$ cat config.mk
export PLATFORM = sky130hd
export DESIGN_NAME = eoc_monitor
export DESIGN_NICKNAME = d
export VERILOG_FILES = /design/src/rtl/eoc_monitor.sv
export SDC_FILE = /design/constraint.sdc
export NUM_CORES = 1
export LEC_CHECK = 0
export ABC_AREA = 1
export BUFFER_PORTS_ARGS = -buffer_cell sky130_fd_sc_hd__buf_2
export CORE_ASPECT_RATIO = 1.1
export CORE_UTILIZATION = 40
export CTS_CLUSTER_DIAMETER = 40
export DETAILED_ROUTE_END_ITERATION = 10
export PLACE_DENSITY = 0.69
export SKIP_LAST_GASP = 1
export SLEW_MARGIN = 0
export SYNTH_ARGS = -nofsm -noshare
export SYNTH_HDL_FRONTEND = slang
export SYNTH_SLANG_ARGS = --single-unit
$ cat constraint.sdc
create_clock -name clk -period 3 [get_ports clk]
set_input_delay 0.15 -clock clk [delete_from_list [all_inputs] [get_ports clk]]
set_output_delay 0.15 -clock clk [all_outputs]
set_load 0.02 [all_outputs]
$ cat src/rtl/eoc_monitor.sv
// eoc_monitor: watches NUM_CH asynchronous end-of-computation flags.
// For each channel it records that the channel has finished and captures
// that channel's return code. Once every channel has reported, the monitor
// decides PASS or FAIL. It decides TIMEOUT if the run exceeds a programmable
// cycle limit before every channel has reported.
module eoc_monitor #(
    parameter int NUM_CH      = 3,
    parameter int CODE_W      = 8,
    parameter int TIMEOUT_W   = 32,
    parameter int SYNC_STAGES = 2
) (
    input  logic                     clk,
    input  logic                     rst_n,
    input  logic                     start_i,
    input  logic                     clear_i,
    input  logic [NUM_CH-1:0]        done_i,
    input  logic [NUM_CH*CODE_W-1:0] code_i,
    input  logic [TIMEOUT_W-1:0]     timeout_i,
    output logic [2:0]               state_o,
    output logic [NUM_CH-1:0]        done_mask_o,
    output logic [1:0]               exit_status_o,
    output logic [CODE_W-1:0]        exit_code_o,
    output logic [TIMEOUT_W-1:0]     elapsed_o,
    output logic                     finish_o
);

    typedef enum logic [2:0] {
        ST_IDLE    = 3'd0,
        ST_RUN     = 3'd1,
        ST_PASS    = 3'd2,
        ST_FAIL    = 3'd3,
        ST_TIMEOUT = 3'd4
    } state_e;

    localparam logic [TIMEOUT_W-1:0] ONE_T = TIMEOUT_W'(1);

    // Lowest-index nonzero code among the packed channel codes, or 0.
    function automatic logic [CODE_W-1:0] first_nonzero(input logic [NUM_CH*CODE_W-1:0] codes);
        logic [CODE_W-1:0] res;
        res = {CODE_W{1'b0}};
        for (int k = NUM_CH - 1; k >= 0; k--) begin
            if (codes[k*CODE_W +: CODE_W] != {CODE_W{1'b0}}) begin
                res = codes[k*CODE_W +: CODE_W];
            end
        end
        return res;
    endfunction

    // Status encoding that belongs to a given state.
    function automatic logic [1:0] status_of(input state_e st);
        logic [1:0] res;
        case (st)
            ST_PASS:    res = 2'b01;
            ST_FAIL:    res = 2'b10;
            ST_TIMEOUT: res = 2'b11;
            default:    res = 2'b00;
        endcase
        return res;
    endfunction

    logic [SYNC_STAGES-1:0][NUM_CH-1:0] sync_q;
    logic [NUM_CH-1:0]                  done_s;

    state_e                     state_q, state_d;
    logic [NUM_CH-1:0]          mask_q, mask_d;
    logic [NUM_CH*CODE_W-1:0]   codes_q, codes_d;
    logic [CODE_W-1:0]          exit_code_q, exit_code_d;
    logic [TIMEOUT_W-1:0]       elapsed_q, elapsed_d;
    logic [1:0]                 status_q, status_d;
    logic                       finish_q, finish_d;
    logic                       timeout_hit_s;
    logic                       terminal_d_s;

    // Multi-flop synchroniser for the asynchronous done flags.
    always_ff @(posedge clk or negedge rst_n) begin
        if (!rst_n) begin
            sync_q <= '0;
        end else begin
            sync_q <= {sync_q[SYNC_STAGES-2:0], done_i};
        end
    end

    assign done_s = sync_q[SYNC_STAGES-1];

    // Limit reached after timeout_i RUN cycles; a zero limit never fires.
    assign timeout_hit_s = (timeout_i != {TIMEOUT_W{1'b0}}) && (elapsed_q == (timeout_i - ONE_T));

    // Next-state, sticky mask / code capture and output decode.
    always_comb begin
        state_d     = state_q;
        mask_d      = mask_q;
        codes_d     = codes_q;
        exit_code_d = exit_code_q;
        elapsed_d   = elapsed_q;
        case (state_q)
            ST_IDLE: begin
                if (start_i && !clear_i) begin
                    state_d     = ST_RUN;
                    mask_d      = {NUM_CH{1'b0}};
                    codes_d     = {(NUM_CH*CODE_W){1'b0}};
                    exit_code_d = {CODE_W{1'b0}};
                    elapsed_d   = {TIMEOUT_W{1'b0}};
                end else begin
                    state_d = ST_IDLE;
                end
            end
            ST_RUN: begin
                if (clear_i) begin
                    state_d = ST_IDLE;
                end else begin
                    elapsed_d = (&elapsed_q) ? elapsed_q : (elapsed_q + ONE_T);
                    for (int k = 0; k < NUM_CH; k++) begin
                        if (done_s[k] && !mask_q[k]) begin
                            mask_d[k]                     = 1'b1;
                            codes_d[k*CODE_W +: CODE_W]   = code_i[k*CODE_W +: CODE_W];
                        end else begin
                            mask_d[k] = mask_q[k];
                        end
                    end
                    // Completion is checked before timeout so it wins a tie.
                    if (&mask_d) begin
                        if (codes_d != {(NUM_CH*CODE_W){1'b0}}) begin
                            state_d     = ST_FAIL;
                            exit_code_d = first_nonzero(codes_d);
                        end else begin
                            state_d = ST_PASS;
                        end
                    end else if (timeout_hit_s) begin
                        state_d = ST_TIMEOUT;
                    end else begin
                        state_d = ST_RUN;
                    end
                end
            end
            ST_PASS, ST_FAIL, ST_TIMEOUT: begin
                if (clear_i) begin
                    state_d = ST_IDLE;
                end else begin
                    state_d = state_q;
                end
            end
            default: begin
                state_d = ST_IDLE;
            end
        endcase

        terminal_d_s = (state_d == ST_PASS) || (state_d == ST_FAIL) || (state_d == ST_TIMEOUT);
        finish_d     = (state_q == ST_RUN) && terminal_d_s;
        status_d     = status_of(state_d);
    end

    // Control and datapath state registers.
    always_ff @(posedge clk or negedge rst_n) begin
        if (!rst_n) begin
            state_q     <= ST_IDLE;
            mask_q      <= '0;
            codes_q     <= '0;
            exit_code_q <= '0;
            elapsed_q   <= '0;
            status_q    <= 2'b00;
            finish_q    <= 1'b0;
        end else begin
            state_q     <= state_d;
            mask_q      <= mask_d;
            codes_q     <= codes_d;
            exit_code_q <= exit_code_d;
            elapsed_q   <= elapsed_d;
            status_q    <= status_d;
            finish_q    <= finish_d;
        end
    end

    assign state_o       = state_q;
    assign done_mask_o   = mask_q;
    assign exit_status_o = status_q;
    assign exit_code_o   = exit_code_q;
    assign elapsed_o     = elapsed_q;
    assign finish_o      = finish_q;

endmodule

==> results of run 1 <==
## metrics by stage
step	power, uW	cells	hold WS (ps)
floorplan	2200	856	-146
global placement	2570	1153	258
detailed placement	2580	1153	260
CTS	3710	1171	24.5
global route	3900	1171	55.7
finish	3680	1171	-21.5
## sequential cells by signal (all words and copies together), names as in the netlist
register / flops
codes_q: 24
sync_q: 3
state_o: 3
exit_code_o: 8
elapsed_o: 32
done_mask_o: 3
exit_status_o: 2
done_s: 3
finish_o: 1
## path summary, 6_finish.rpt
| kind | cells past startpoint | from | to | slack, ps |
|---|---|---|---|---|
| max in group asynchronous | 1 | rst_n | elapsed_o[16] | 2400 |
| setup reg to reg | 13 | done_mask_o[1] | exit_code_o[7] | 410 |
| hold / removal | 1 | rst_n | exit_code_o[4] | -20 |
| setup / recovery | 13 | done_mask_o[1] | exit_code_o[7] | 410 |
| min in group clk | 3 | code_i[4] | codes_q[4] | 220 |
| hold reg to reg | 0 | sync_q[2] | done_s[2] | 350 |
## metal layers
layer	up-vias	part of all wire [%]	wire, microns
li1	3056	-	-
met5	-	0	0
met2	207	48	8110
met1	2767	43	7380
met3	49	5.0	857
met4	0	3.9	665
## power groups by stage
stage / registers, uW / logic [uW] / clock network, uW
global placement: 1390 / 1190 / 0
detailed placement: 1390 / 1200 / 0
floorplan: 1480 / 724 / 0
finish: 1370 / 1200 / 1110
CTS: 1370 / 1200 / 1130
global route: 1400 / 1330 / 1170
## synthesized netlist by cell type, drive strengths merged, types with 3 or more instances
cell,count
a21oi,19
buf,6
clkbuf,13
dfrtp,79
inv,91
mux2i,8
nand2,274
nand3,55
nand3b,7
nand4,16
nor2,115
nor3,20
nor4,12
o21a,3
o21ai,49
o21bai,3
o31ai,27
or2,3
xnor2,14
xor2,24
## layout make-up
class | instances | area (sq um) | share of cell area (%)
clock buffer | 12 | 256 | 3.73
sequential | 79 | 1980 | 28.7
tap | 188 | 235 | 3.42
timing repair buffer | 131 | 716 | 10.4
clock inverter | 3 | 42.5 | 0.619
inverter | 91 | 342 | 4.97
multi-input combinational | 667 | 3310 | 48.1
## kinds of logic (layout without fill, tap and decap cells)
kind of cell,Yosys count,in the layout
AO/OA/AOI/OAI,112,112
flip-flops,79,79
XOR/XNOR,38,38
AND/OR/NAND/NOR,507,507
buffers and inverters,110,237
multiplexers,8,8
adder cells (fa/ha/maj),2,2
## layout by cell type (no fill, tap or decap), types with 3 or more instances in the layout
cell type | netlist | layout
a21oi_1 | 17 | 17
nor2_1 | 113 | 113
o31ai_1 | 27 | 27
or2_2 | 3 | 3
o21a_1 | 3 | 3
o21bai_1 | 3 | 3
dfrtp_1 | 79 | 79
nor3_1 | 17 | 17
o21ai_2 | 3 | 3
o21ai_1 | 7 | 7
nand4_1 | 16 | 16
nand2_2 | 7 | 7
nand3_1 | 54 | 54
clkbuf_16 | 0 | 9
buf_2 | 4 | 110
xor2_1 | 24 | 24
dlygate4sd3_1 | 0 | 3
o21ai_0 | 39 | 39
mux2i_1 | 7 | 7
nand3b_1 | 7 | 7
inv_1 | 89 | 89
buf_4 | 0 | 18
nand2_1 | 267 | 267
xnor2_1 | 14 | 14
nor4_1 | 12 | 12
==> metrics.md, run 1 <==
| Metric | Value |
|---|---|
| Post-CTS setup buffer count | `0` |
| Worst Path Arrival | `2820 ps` |
| Total of max-cap violations | `0` |
| Largest net degree at the start of global routing | `80` |
| # diodes | `0` |
| Final setup fails | `0` |
| Largest family of logic cells by synthesized area | `simple AND/OR/NAND/NOR gates` |
| Psw | `1350 uW` |
| Remaining antenna violation count | `0` |
| LEAKAGE | `0.00328 uW` |
| Cts hold-fix bufs | `3` |
| Top FF cell, synth | `dfrtp_1` |
| Int Pwr | `~2300 uW` |
| Root Buffer | `clkbuf_16` |
| Global-route usage over all layers | `approximately a quarter` |
| Top cell type's share of synthesized area | `between 30% and 40%` |
| Vias/cell | `between 5 and 6` |
| Synth Area in Adders | `less than 1%` |
| Via Count | `6079` |
| Drt pass-1 iters | `6` |
| Logic gate share of total power | `around 33%` |
| M3 GR Usage | `2.94%` |
| Post-synthesis compound-gate area fraction | `roughly 12%` |
| Setup WS post-layout | `slightly above 400 ps` |
| First-pass GRT wire length | `27.3 mm` |
| WL/cell | `about 15 microns` |
| RSZ-0062 raised after global routing | `false` |
| Simple-Gate Fraction of Synth Area | `37.9%` |
| Clock skew | `6.89 ps` |
| Layout cells sized above 1 | `approximately 17%` |
| Post-synth EDFFs | `0` |
| Synth async-reset ratio | `100%` |
| Gpl congestion | `~0.9` |
| Failing checks | `negative hold slack` |
| Syn_nets | `921` |
| Die height | `roughly 130 microns` |
| Hpwl dp | `approximately 13 mm` |
| DRT Wirelength | `17.0 mm` |
| Peak VDD IR | `around 0.57 mV` |
| Post-placement setup slack | `approximately 440 ps` |
| Fillers | `around 1400` |
| Clock Tree Buf Depth | `2` |
| Netlist cell types | `43` |
| CTS resizes | `0` |
| Global route overflow | `0` |
| Row count | `45` |
| Cell mode on critical path | `nand2_1` |
| Gate Count Post-Synth | `between 800 and 900` |
| CTS tree | `built` |
| Slew HR | `between 30% and 40%` |
| Sw Ratio | `a little over a third` |
| Met1 usage | `between 20% and 30%` |
| Power Density | `about 540 nW/um^2` |
| Post-Synth XOR/XNOR Area | `approximately 5.8%` |
| Number of global-route vias before repair | `slightly below 6000` |
| Setup TNS | `0 ps` |
| Synth area leaders | `dfrtp_1 (35%), nand2_1 (18%), nor2_1 (7.4%)` |
| IO Port Bufs | `about 110` |
| I/O Pins | `about 110` |
| GRT Max-Usage Layer | `met2` |
| Utilization after layout | `~50%` |
| # DRC | `0` |
| Startpoint Class | `flop` |
| Part of the power in registers | `between 30 and 40%` |
| Post-synthesis cell area | `approximately 5700 sq um` |
| Total CTS buffers | `9` |
| Worst setup EP type | `flop` |
| Max-slew violations | `0` |
| Clock slew at reported path FFs | `60 ps` |
| Worst hold slack | `-21.5 ps` |
| CORE AREA | `~14000 sq um` |
| Post-synthesis sequential area ratio | `about 35%` |
| Global routing usage on met2 | `approximately two fifths` |
| Final Cell Area | `just under 7000 sq um` |
| Layout area overhead | `20.3%` |
| Mapped Avg Cell Area | `roughly 6.7 sq um` |
| Hold WC Path Type | `input pin to asynchronous set/reset pin` |
| Initial antenna violation count | `0` |
| Worst path bufs/invs | `1` |
| Worst endpoint required time | `around 3200 ps` |
| Slowest stage delay, CP | `540 ps` |
| Clk pwr share | `a little under a third` |
| Synth warnings | `0` |
| Crit path kind | `flop to flop` |
| Clk sinks | `79` |
| DP Area | `6550 sq um` |
| F_max | `roughly 390 MHz` |
| Tcrit/Tclk final | `between 80 and 90%` |
| Nets | `between 1000 and 1500` |
| Die X-Extent | `116 microns` |
| Worst Tran Pin Value | `~1000 ps` |
| Top delay family on crit path | `simple AND/OR/NAND/NOR gates` |
| Final min period | `2590 ps` |
| Status | `finished with violations` |
| Post-synthesis register bit count | `between 70 and 80` |
| Critical path fanouts, max | `16` |
| Initial Util | `around two fifths` |
| Worst-skew pair later-pin latency | `around 340 ps` |
| Mux contribution to synthesized area | `under 10%` |
| Final hold vios | `54` |
| H-tree depth | `3` |
| Yosys top cell by area | `dfrtp_1` |
| CP Cell Sequence | `inv_1 -> nand2_1 -> nand2_1 -> o21ai_0 -> nand2_1 -> nor3b_1 -> nand2_1 -> nor2_4 -> nand2_2 -> nand2_2 -> a21oi_2 -> nand3_1 -> o21a_1` |
| Starting DRT DRC Count | `roughly 430` |
| Critical Path Slowest Stage Cell | `a21oi_2` |
| DIE AREA | `approximately 15000 sq um` |
(Power assumes the default switching activity.)
==> run 2: changes to the inputs <==
--- a/config.mk
+++ b/config.mk
@@ -5,13 +5,13 @@
 export SDC_FILE = /design/constraint.sdc
 export NUM_CORES = 1
 export LEC_CHECK = 0
-export ABC_AREA = 1
+export ABC_AREA = 0
 export BUFFER_PORTS_ARGS = -buffer_cell sky130_fd_sc_hd__buf_2
 export CORE_ASPECT_RATIO = 1.1
-export CORE_UTILIZATION = 40
+export CORE_UTILIZATION = 35
 export CTS_CLUSTER_DIAMETER = 40
 export DETAILED_ROUTE_END_ITERATION = 10
-export PLACE_DENSITY = 0.69
+export PLACE_DENSITY = 0.66
 export SKIP_LAST_GASP = 1
 export SLEW_MARGIN = 0
 export SYNTH_ARGS = -nofsm -noshare
==> constraint.sdc (replaced) <==
create_clock -name clk -period 2.26 [get_ports clk]
set_input_delay 0.113 -clock clk [delete_from_list [all_inputs] [get_ports clk]]
set_output_delay 0.113 -clock clk [all_outputs]
set_load 0.02 [all_outputs]
==> run 2 against run 1 <==
Net effect:
- the run ends with negative setup slack left
- utilization up 4.2 points
- die area grew 2.2%
- area after synthesis is 11% lower
- clock-buffer cell count decreased by 1
- global-route usage fell by 0.53 points
- hold slack gained 53 ps
- non-clock buffer count is 122 higher
- sequential cell count unchanged
- combinational power rose by 40%
- first-iteration DRC count down 38%
- sequential power rose by 28%
- final cell count fell by 14%
- critical path type is now input pin to flop
- highest routed layer unchanged
==> metrics.md, run 2 <==
| Metric | Value |
|---|---|
| Worst reg2reg path startpoint | `done_s[1] (was done_mask_o[1])` |
| Remaining antenna violation count | `0 (unchanged)` |
| DIE AREA | `15100 sq um (was 14800 sq um)` |
| Hpwl dp | `13.5 mm (was 13.4 mm)` |
| Via Count | `5445 (was 6079)` |
| Hold WC Path Type | `input pin to flop (was input pin to asynchronous set/reset pin)` |
| Max reg flops | `32 (unchanged)` |
| Setup TNS | `-704 ps (was 0 ps)` |
| Largest net degree at the start of global routing | `35 (was 80)` |
| RSZ-0062 raised after global routing | `true (was false)` |
| Global-route usage over all layers | `23.3% (was 23.9%)` |
| Total of max-cap violations | `0 (unchanged)` |
| WL/cell | `17.1 microns (was 14.5 microns)` |
| Worst Path Arrival | `2630 ps (was 2820 ps)` |
| Synth area leaders | `dfrtp_1 (39%), xnor2_1 (7.4%), nor2_1 (4.6%) (was dfrtp_1 (35%), nand2_1 (18%), nor2_1 (7.4%))` |
| Post-synth top cells | `dfrtp_1 (79), nor2_1 (63), nand2_1 (52) (was nand2_1 (267), nor2_1 (113), inv_1 (89))` |
| Worst endpoint required time | `2480 ps (was 3230 ps)` |
| Initial Util | `36.5% (was 41.3%)` |
| Top-count cell post-synth | `dfrtp_1 (was nand2_1)` |
| IO Port Bufs | `111 (unchanged)` |
| CTS tree | `built (unchanged)` |
| Crit path kind | `input pin to flop (was flop to flop)` |
| Die X-Extent | `117 microns (was 116 microns)` |
| Critical Path Slowest Stage Cell | `or4_4 (was a21oi_2)` |
| Top cell type's share of synthesized area | `38.6% (was 34.6%)` |
| Most frequent cells in the layout | `buf_4 (132), buf_2 (107), dfrtp_1 (74) (was nand2_1 (267), nor2_1 (113), buf_2 (110))` |
| Failing checks | `negative setup slack (was negative hold slack)` |
| Global route overflow | `0 (unchanged)` |
| Status | `finished with violations (unchanged)` |
| Gpl congestion | `0.916 (was 0.903)` |
| Vias/cell | `5.38 (was 5.19)` |
| Worst reg2reg endpoint | `state_o[0] (was exit_code_o[7])` |
| Final min period | `2420 ps` |
| Fillers | `1264 (was 1449)` |
| Slew HR | `64.9% (was 34.6%)` |
| Clk sinks | `79 (unchanged)` |
| Root Buffer | `clkbuf_16 (unchanged)` |
| Worst-skew pair later-pin latency | `350 ps (was 340 ps)` |
| Hold_sp | `code_i[20]` |
| Initial antenna violation count | `1 (was 0)` |
| Commonest non-fill, non-tap cell in the layout | `buf_4 (was nand2_1)` |
| Setup WS post-layout | `-156 ps (was 410 ps)` |
| Worst-case reg-to-reg path depth | `8 (was 13)` |
| Synth warnings | `0 (unchanged)` |
| Clock skew | `10.3 ps (was 6.89 ps)` |
| DRT Wirelength | `17.3 mm (was 17.0 mm)` |
| Final setup fails | `9 (was 0)` |
| Worst path bufs/invs | `1 (unchanged)` |
| LEAKAGE | `0.00347 uW (was 0.00328 uW)` |
| Total Power | `4840 uW (was 3680 uW)` |
| Gate Count Post-Synth | `578 (was 856)` |
| Synth async-reset ratio | `100% (unchanged)` |
| First-pass GRT wire length | `26.9 mm (was 27.3 mm)` |
| Critical path fanouts, max | `7 (was 16)` |
| Worst hold endpoint | `codes_q[20]` |
| Slowest stage delay, CP | `560 ps (was 540 ps)` |
| Post-synthesis cell area | `5120 sq um (was 5720 sq um)` |
| Total CTS buffers | `9 (unchanged)` |
| Drt pass-1 iters | `4 (was 6)` |
| H-tree depth | `3 (unchanged)` |
| Clock slew at reported path FFs | `60 ps (about the same)` |
| Top FF cell, synth | `dfrtp_1 (unchanged)` |
| Die height | `129 microns (was 127 microns)` |
| FF-to-FF setup slack | `-140 ps (was 410 ps)` |
| Layout area overhead | `47.5% (was 20.3%)` |
| Max-slew violations | `0 (unchanged)` |
| Layout cells sized above 1 | `41.6% (was 17.1%)` |
| CP startpoint | `timeout_i[18] (was done_mask_o[1])` |
| Post-synthesis sequential area ratio | `38.6% (was 34.6%)` |
| CORE AREA | `14000 sq um (was 13900 sq um)` |
| Post-synthesis register bit count | `79 (unchanged)` |
| Startpoint Class | `input pin (was flop)` |
| Tcrit/Tclk final | `107%` |
| Mapped Avg Cell Area | `8.85 sq um (was 6.68 sq um)` |
| Worst hold stages | `2` |
| Row count | `45 (unchanged)` |
| Worst setup EP type | `flop (unchanged)` |
| Netlist cell types | `64 (was 43)` |
| Top delay family on crit path | `simple AND/OR/NAND/NOR gates (unchanged)` |
| F_max | `~410 MHz` |
| Nets | `883 (was 1044)` |
| Post-synth EDFFs | `0 (unchanged)` |
| Worst Tran Pin Value | `520 ps (was 980 ps)` |
| Number of global-route vias before repair | `5399 (was 5829)` |
| Clock Tree Buf Depth | `2 (unchanged)` |
| Yosys top cell by area | `dfrtp_1 (unchanged)` |
| Final Cell Area | `7550 sq um (was 6880 sq um)` |
| Peak VDD IR | `0.380 mV (was 0.568 mV)` |
| # DRC | `0 (unchanged)` |
| DP Area | `6870 sq um (was 6550 sq um)` |
| I/O Pins | `112 (unchanged)` |
| Syn_nets | `643 (was 921)` |
| CP Cell Sequence | `buf_6 -> or4_4 -> or4_4 -> nor4_1 -> a211oi_2 -> a211oi_1 -> o2111ai_2 -> nor4_4 -> o21ai_1 (was inv_1 -> nand2_1 -> nand2_1 -> o21ai_0 -> nand2_1 -> nor3b_1 -> nand2_1 -> nor2_4 -> nand2_2 -> nand2_2 -> a21oi_2 -> nand3_1 -> o21a_1)` |
| Starting DRT DRC Count | `262 (was 426)` |
| Cell mode on critical path | `or4_4 (was nand2_1)` |
| Power Density | `641 nW/um^2 (was 536 nW/um^2)` |
| Final hold vios | `0 (was 54)` |
run 2: cell types whose count changed in the layout (fill, tap and decap cells not counted), sizes merged, moves of 22 or more:
| cell | change |
|---|---|
| buf | +121 |
| inv | -77 |
| nand2 | -222 |
| nand3 | -22 |
| nor2 | -52 |
| o31ai | -27 |
| xnor2 | +29 |
run 2: how the worst max path moves through the flow:
| stage | endpoint | depth (start not counted) |
|---|---|---|
| final | state_o[0] | 9 |
| after global routing | state_o[0] | 9 |
| after CTS | state_o[0] | 8 |
| after detailed placement | state_o[0] | 9 |
| after global placement | exit_status_o[1] | 9 |
| after floorplan | exit_status_o[0] | 8 |
run 2: metal layers:
layer	GRT usage (%)	share of wire (%)	up-vias
li1	-	-	2578
met1	28.3	42	2637
met2	41.6	50	200
met3	3.77	5.7	30
met4	7.89	2.3	0
met5	0	0	-
run 2: report_power, final:
part           total (uW)  switching, uW  internal [uW]
Clock                1400            620            784
Sequential           1760            156           1600
Combinational        1680            884            793
run 2: layout make-up:
type,instances,area [sq um],area share [%]
multi-input combinational,463,3310,43.8
sequential,79,1980,26.3
timing repair buffer,253,1690,22.4
clock buffer,11,243,3.22
tap,188,235,3.12
inverter,12,45.0,0.597
clock inverter,5,41.3,0.547
antenna,1,2.50,0.0332
run 2: logic make-up (layout without fill, tap and decap cells):
logic type	count (synthesis)	in the layout	share of synthesized area, %
simple gates	265	265	27.5
compound gates	103	103	13.7
flops	79	79	38.6
xor+xnor	69	69	11.8
buf+inv	36	281	2.93
mux	24	24	4.89
fa+ha+maj	2	2	0.489
other cells	0	1	0
run 2: stage by stage:
| stage | cells | utilization (%) | hold slack [ps] | worst slack, ps |
|---|---|---|---|---|
| finish | 1012 | 53.8 | 31.2 | -156 |
| floorplan | 578 | - | -183 | -517 |
| detailed placement | 984 | 49.0 | 62.2 | -730 |
| global placement | 984 | 49.0 | 48.1 | -730 |
| CTS | 1006 | 52.6 | 12.0 | -162 |
| global route | 1011 | 53.8 | 29.5 | -270 |
run 2: timing repair:
item | CTS | global route
resized for setup | 34 | 34
hold buffers | 4 | 0
setup buffers | 2 | 7
setup endpoints to repair | 41 | 42
endpoints found under the hold margin | 27 | 0
pin swaps | 22 | 29
==> run 3: changes to the inputs <==
--- a/config.mk
+++ b/config.mk
@@ -5,13 +5,12 @@
 export SDC_FILE = /design/constraint.sdc
 export NUM_CORES = 1
 export LEC_CHECK = 0
-export ABC_AREA = 0
-export BUFFER_PORTS_ARGS = -buffer_cell sky130_fd_sc_hd__buf_2
-export CORE_ASPECT_RATIO = 1.1
+export CORE_ASPECT_RATIO = 0.7
 export CORE_UTILIZATION = 35
 export CTS_CLUSTER_DIAMETER = 40
 export DETAILED_ROUTE_END_ITERATION = 10
-export PLACE_DENSITY = 0.66
+export DONT_BUFFER_PORTS = 1
+export PLACE_DENSITY = 0.59
 export SKIP_LAST_GASP = 1
 export SLEW_MARGIN = 0
 export SYNTH_ARGS = -nofsm -noshare
==> run 3 against run 2 <==
Net effect:
- global-route usage down 0.40 points
- the run still ends with negative setup slack left
- design area down 5.2%
- register-to-register slack worse by 50 ps
==> metrics.md, run 3 (synthesis gave the netlist of run 2 again) <==
| Metric | Value |
|---|---|
| Status | `finished with violations (unchanged)` |
| Failing checks | `negative setup slack (unchanged)` |
| FF-to-FF setup slack | `-190 ps (was -140 ps)` |
| RSZ-0062 raised after global routing | `true (unchanged)` |
| First-pass GRT wire length | `26.7 mm (was 26.9 mm)` |
| Hpwl dp | `12.9 mm (was 13.5 mm)` |
| Worst setup EP type | `flop (unchanged)` |
| Logic gate share of total power | `30.9% (was 34.7%)` |
| Initial Util | `36.3% (was 36.5%)` |
| Setup WS post-layout | `-211 ps (was -156 ps)` |
| Gpl congestion | `0.965 (was 0.916)` |
| CTS tree | `built (unchanged)` |
| Layout area overhead | `39.9% (was 47.5%)` |
| Global route overflow | `0 (unchanged)` |
| Final min period | `2470 ps (was 2420 ps)` |
| CP Cell Sequence | `or4_4 -> or4_4 -> or4_4 -> mux2i_1 -> nor4_2 -> o2111ai_2 -> nor4_4 -> a32o_1 (was buf_6 -> or4_4 -> or4_4 -> nor4_1 -> a211oi_2 -> a211oi_1 -> o2111ai_2 -> nor4_4 -> o21ai_1)` |
| Layout cells sized above 1 | `30.7% (was 41.6%)` |
| Largest net degree at the start of global routing | `80 (was 35)` |
| Final setup fails | `9 (unchanged)` |
| Most frequent cells in the layout | `buf_4 (113), dfrtp_1 (74), nor2_1 (59) (was buf_4 (132), buf_2 (107), dfrtp_1 (74))` |
| DP Area | `6190 sq um (was 6870 sq um)` |
| Clk sinks | `79 (unchanged)` |
| Power Density | `680 nW/um^2 (was 641 nW/um^2)` |
| Total CTS buffers | `9 (unchanged)` |
| Max reg flops | `32 (unchanged)` |
| Post-placement setup slack | `-755 ps (was -730 ps)` |
| Hold_sp | `clear_i (was code_i[20])` |
| Int Pwr | `3290 uW (was 3180 uW)` |
| Number of global-route vias before repair | `4942 (was 5399)` |
| CORE AREA | `14100 sq um (was 14000 sq um)` |
| Clock slew at reported path FFs | `60 ps (about the same)` |
| Initial antenna violation count | `1 (unchanged)` |
| Worst Tran Pin Value | `460 ps (was 520 ps)` |
| Tcrit/Tclk final | `109% (was 107%)` |
| Part of the power in registers | `37.4% (was 36.3%)` |
| Slew HR | `69.1% (was 64.9%)` |
| Total of max-cap violations | `0 (unchanged)` |
| Clk pwr share | `31.7% (was 29.0%)` |
| Row count | `36 (was 45)` |
| Die height | `103 microns (was 129 microns)` |
| Clock Tree Buf Depth | `2 (unchanged)` |
| Clock skew | `8.02 ps (was 10.3 ps)` |
| Sw Ratio | `32.4% (was 34.3%)` |
| Hold WC Path Type | `input pin to flop (unchanged)` |
| Critical path fanouts, max | `4 (was 7)` |
| # diodes | `0 (was 1)` |
| Worst reg2reg path startpoint | `done_s[1] (unchanged)` |
| DRT Wirelength | `17.2 mm (was 17.3 mm)` |
| Cell mode on critical path | `or4_4 (unchanged)` |
| Starting DRT DRC Count | `397 (was 262)` |
| Final hold vios | `0 (unchanged)` |
| Die X-Extent | `147 microns (was 117 microns)` |
| Vias/cell | `5.53 (was 5.38)` |
| Global-route usage over all layers | `23.0% (was 23.3%)` |
| Startpoint Class | `input pin (unchanged)` |
| Max-slew violations | `0 (unchanged)` |
| I/O Pins | `112 (unchanged)` |
| Worst Path Arrival | `2740 ps (was 2630 ps)` |
| Worst hold stages | `2 (unchanged)` |
| Commonest non-fill, non-tap cell in the layout | `buf_4 (unchanged)` |
| IO Port Bufs | `0 (was 111)` |
| Psw | `1580 uW (was 1660 uW)` |
| CP startpoint | `timeout_i[1] (was timeout_i[18])` |
| Critical Path Slowest Stage Cell | `or4_4 (unchanged)` |
| # DRC | `0 (unchanged)` |
| Slowest stage delay, CP | `540 ps (was 560 ps)` |
| Crit path kind | `input pin to flop (unchanged)` |
| Root Buffer | `clkbuf_16 (unchanged)` |
| DIE AREA | `15100 sq um (about the same)` |
| LEAKAGE | `0.00301 uW (was 0.00347 uW)` |
| Drt pass-1 iters | `5 (was 4)` |
| Worst-skew pair later-pin latency | `340 ps (was 350 ps)` |
| Peak VDD IR | `0.318 mV (was 0.380 mV)` |
| Nets | `777 (was 883)` |
| H-tree depth | `3 (unchanged)` |
| Final Cell Area | `7160 sq um (was 7550 sq um)` |
| Remaining antenna violation count | `0 (unchanged)` |
| WL/cell | `18.9 microns (was 17.1 microns)` |
| Fillers | `1300 (was 1264)` |
| Worst-case reg-to-reg path depth | `8 (unchanged)` |
| F_max | `405 MHz (was 414 MHz)` |
| Worst endpoint required time | `2530 ps (was 2480 ps)` |
| Via Count | `5019 (was 5445)` |
-- run 3: cell types whose count changed in the layout (fill, tap and decap cells not counted), sizes merged --
cell         previous run  this run
buf                   249       123
dlygate4sd3             4        24
bufinv                  0         2
inv                    14        12
clkbuf                 11        10
clkinv                  1         2
diode                   1         0
-- run 3: final cells by class --
class	count	area (sq um)	share of cell area [%]
clock inverter	6	85.1	1.19
inverter	12	45.0	0.629
tap	190	238	3.32
timing repair buffer	147	1230	17.1
clock buffer	10	229	3.20
multi-input combinational	463	3350	46.8
sequential	79	1980	27.7
-- run 3: final timing paths --
path / endpoint
max: exit_status_o[0]
min: finish_o
max reg2reg: exit_status_o[0]
min reg2reg: done_s[2]
max in group asynchronous: elapsed_o[11]
min in group asynchronous: exit_code_o[1]
-- run 3: power by group through the flow --
stage	Clock, uW	Combinational [uW]	Sequential (uW)
floorplan	0	699	1860
global placement	0	1200	1820
detailed placement	0	1230	1820
CTS	1580	1450	1810
global route	1630	1620	1840
finish	1540	1500	1820
-- run 3: timing repair --
item                                   CTS  global route
endpoints found under the hold margin  105             0
hold buffers                            25             0
pin swaps                               34            26
setup endpoints to repair               44            60
setup buffers                            6             2
gates resized for setup                 49            27
-- run 3: worst max-delay path, delay by kind of cell --
| kind | cells | cell delay (ps) |
|---|---|---|
| and+or+nand+nor | 5 | 2090 |
| AOI/OAI and AO/OA | 2 | 400 |
| muxes | 1 | 150 |
-- run 3: routing by layer --
metal / track usage, % / vias to the layer above / wire length [microns]
li1: - / 2364 / -
met2: 34.1 / 179 / 7390
met3: 5.93 / 13 / 1280
met4: 4.73 / 0 / 170
met1: 33.4 / 2463 / 8320
met5: 0 / - / 0
-- run 3: through the flow --
stage	power [uW]	std cells	util [%]	hold WS, ps	TNS (ps)
final	4870	907	50.8	27.9	-997
after global routing	5090	907	50.8	17.1	-3090
after CTS	4840	906	50.0	14.0	-1200
after detailed placement	3050	861	43.9	-178	-11380
after global placement	3020	861	43.9	-178	-9510
after floorplan	2560	578	-	-183	-2370
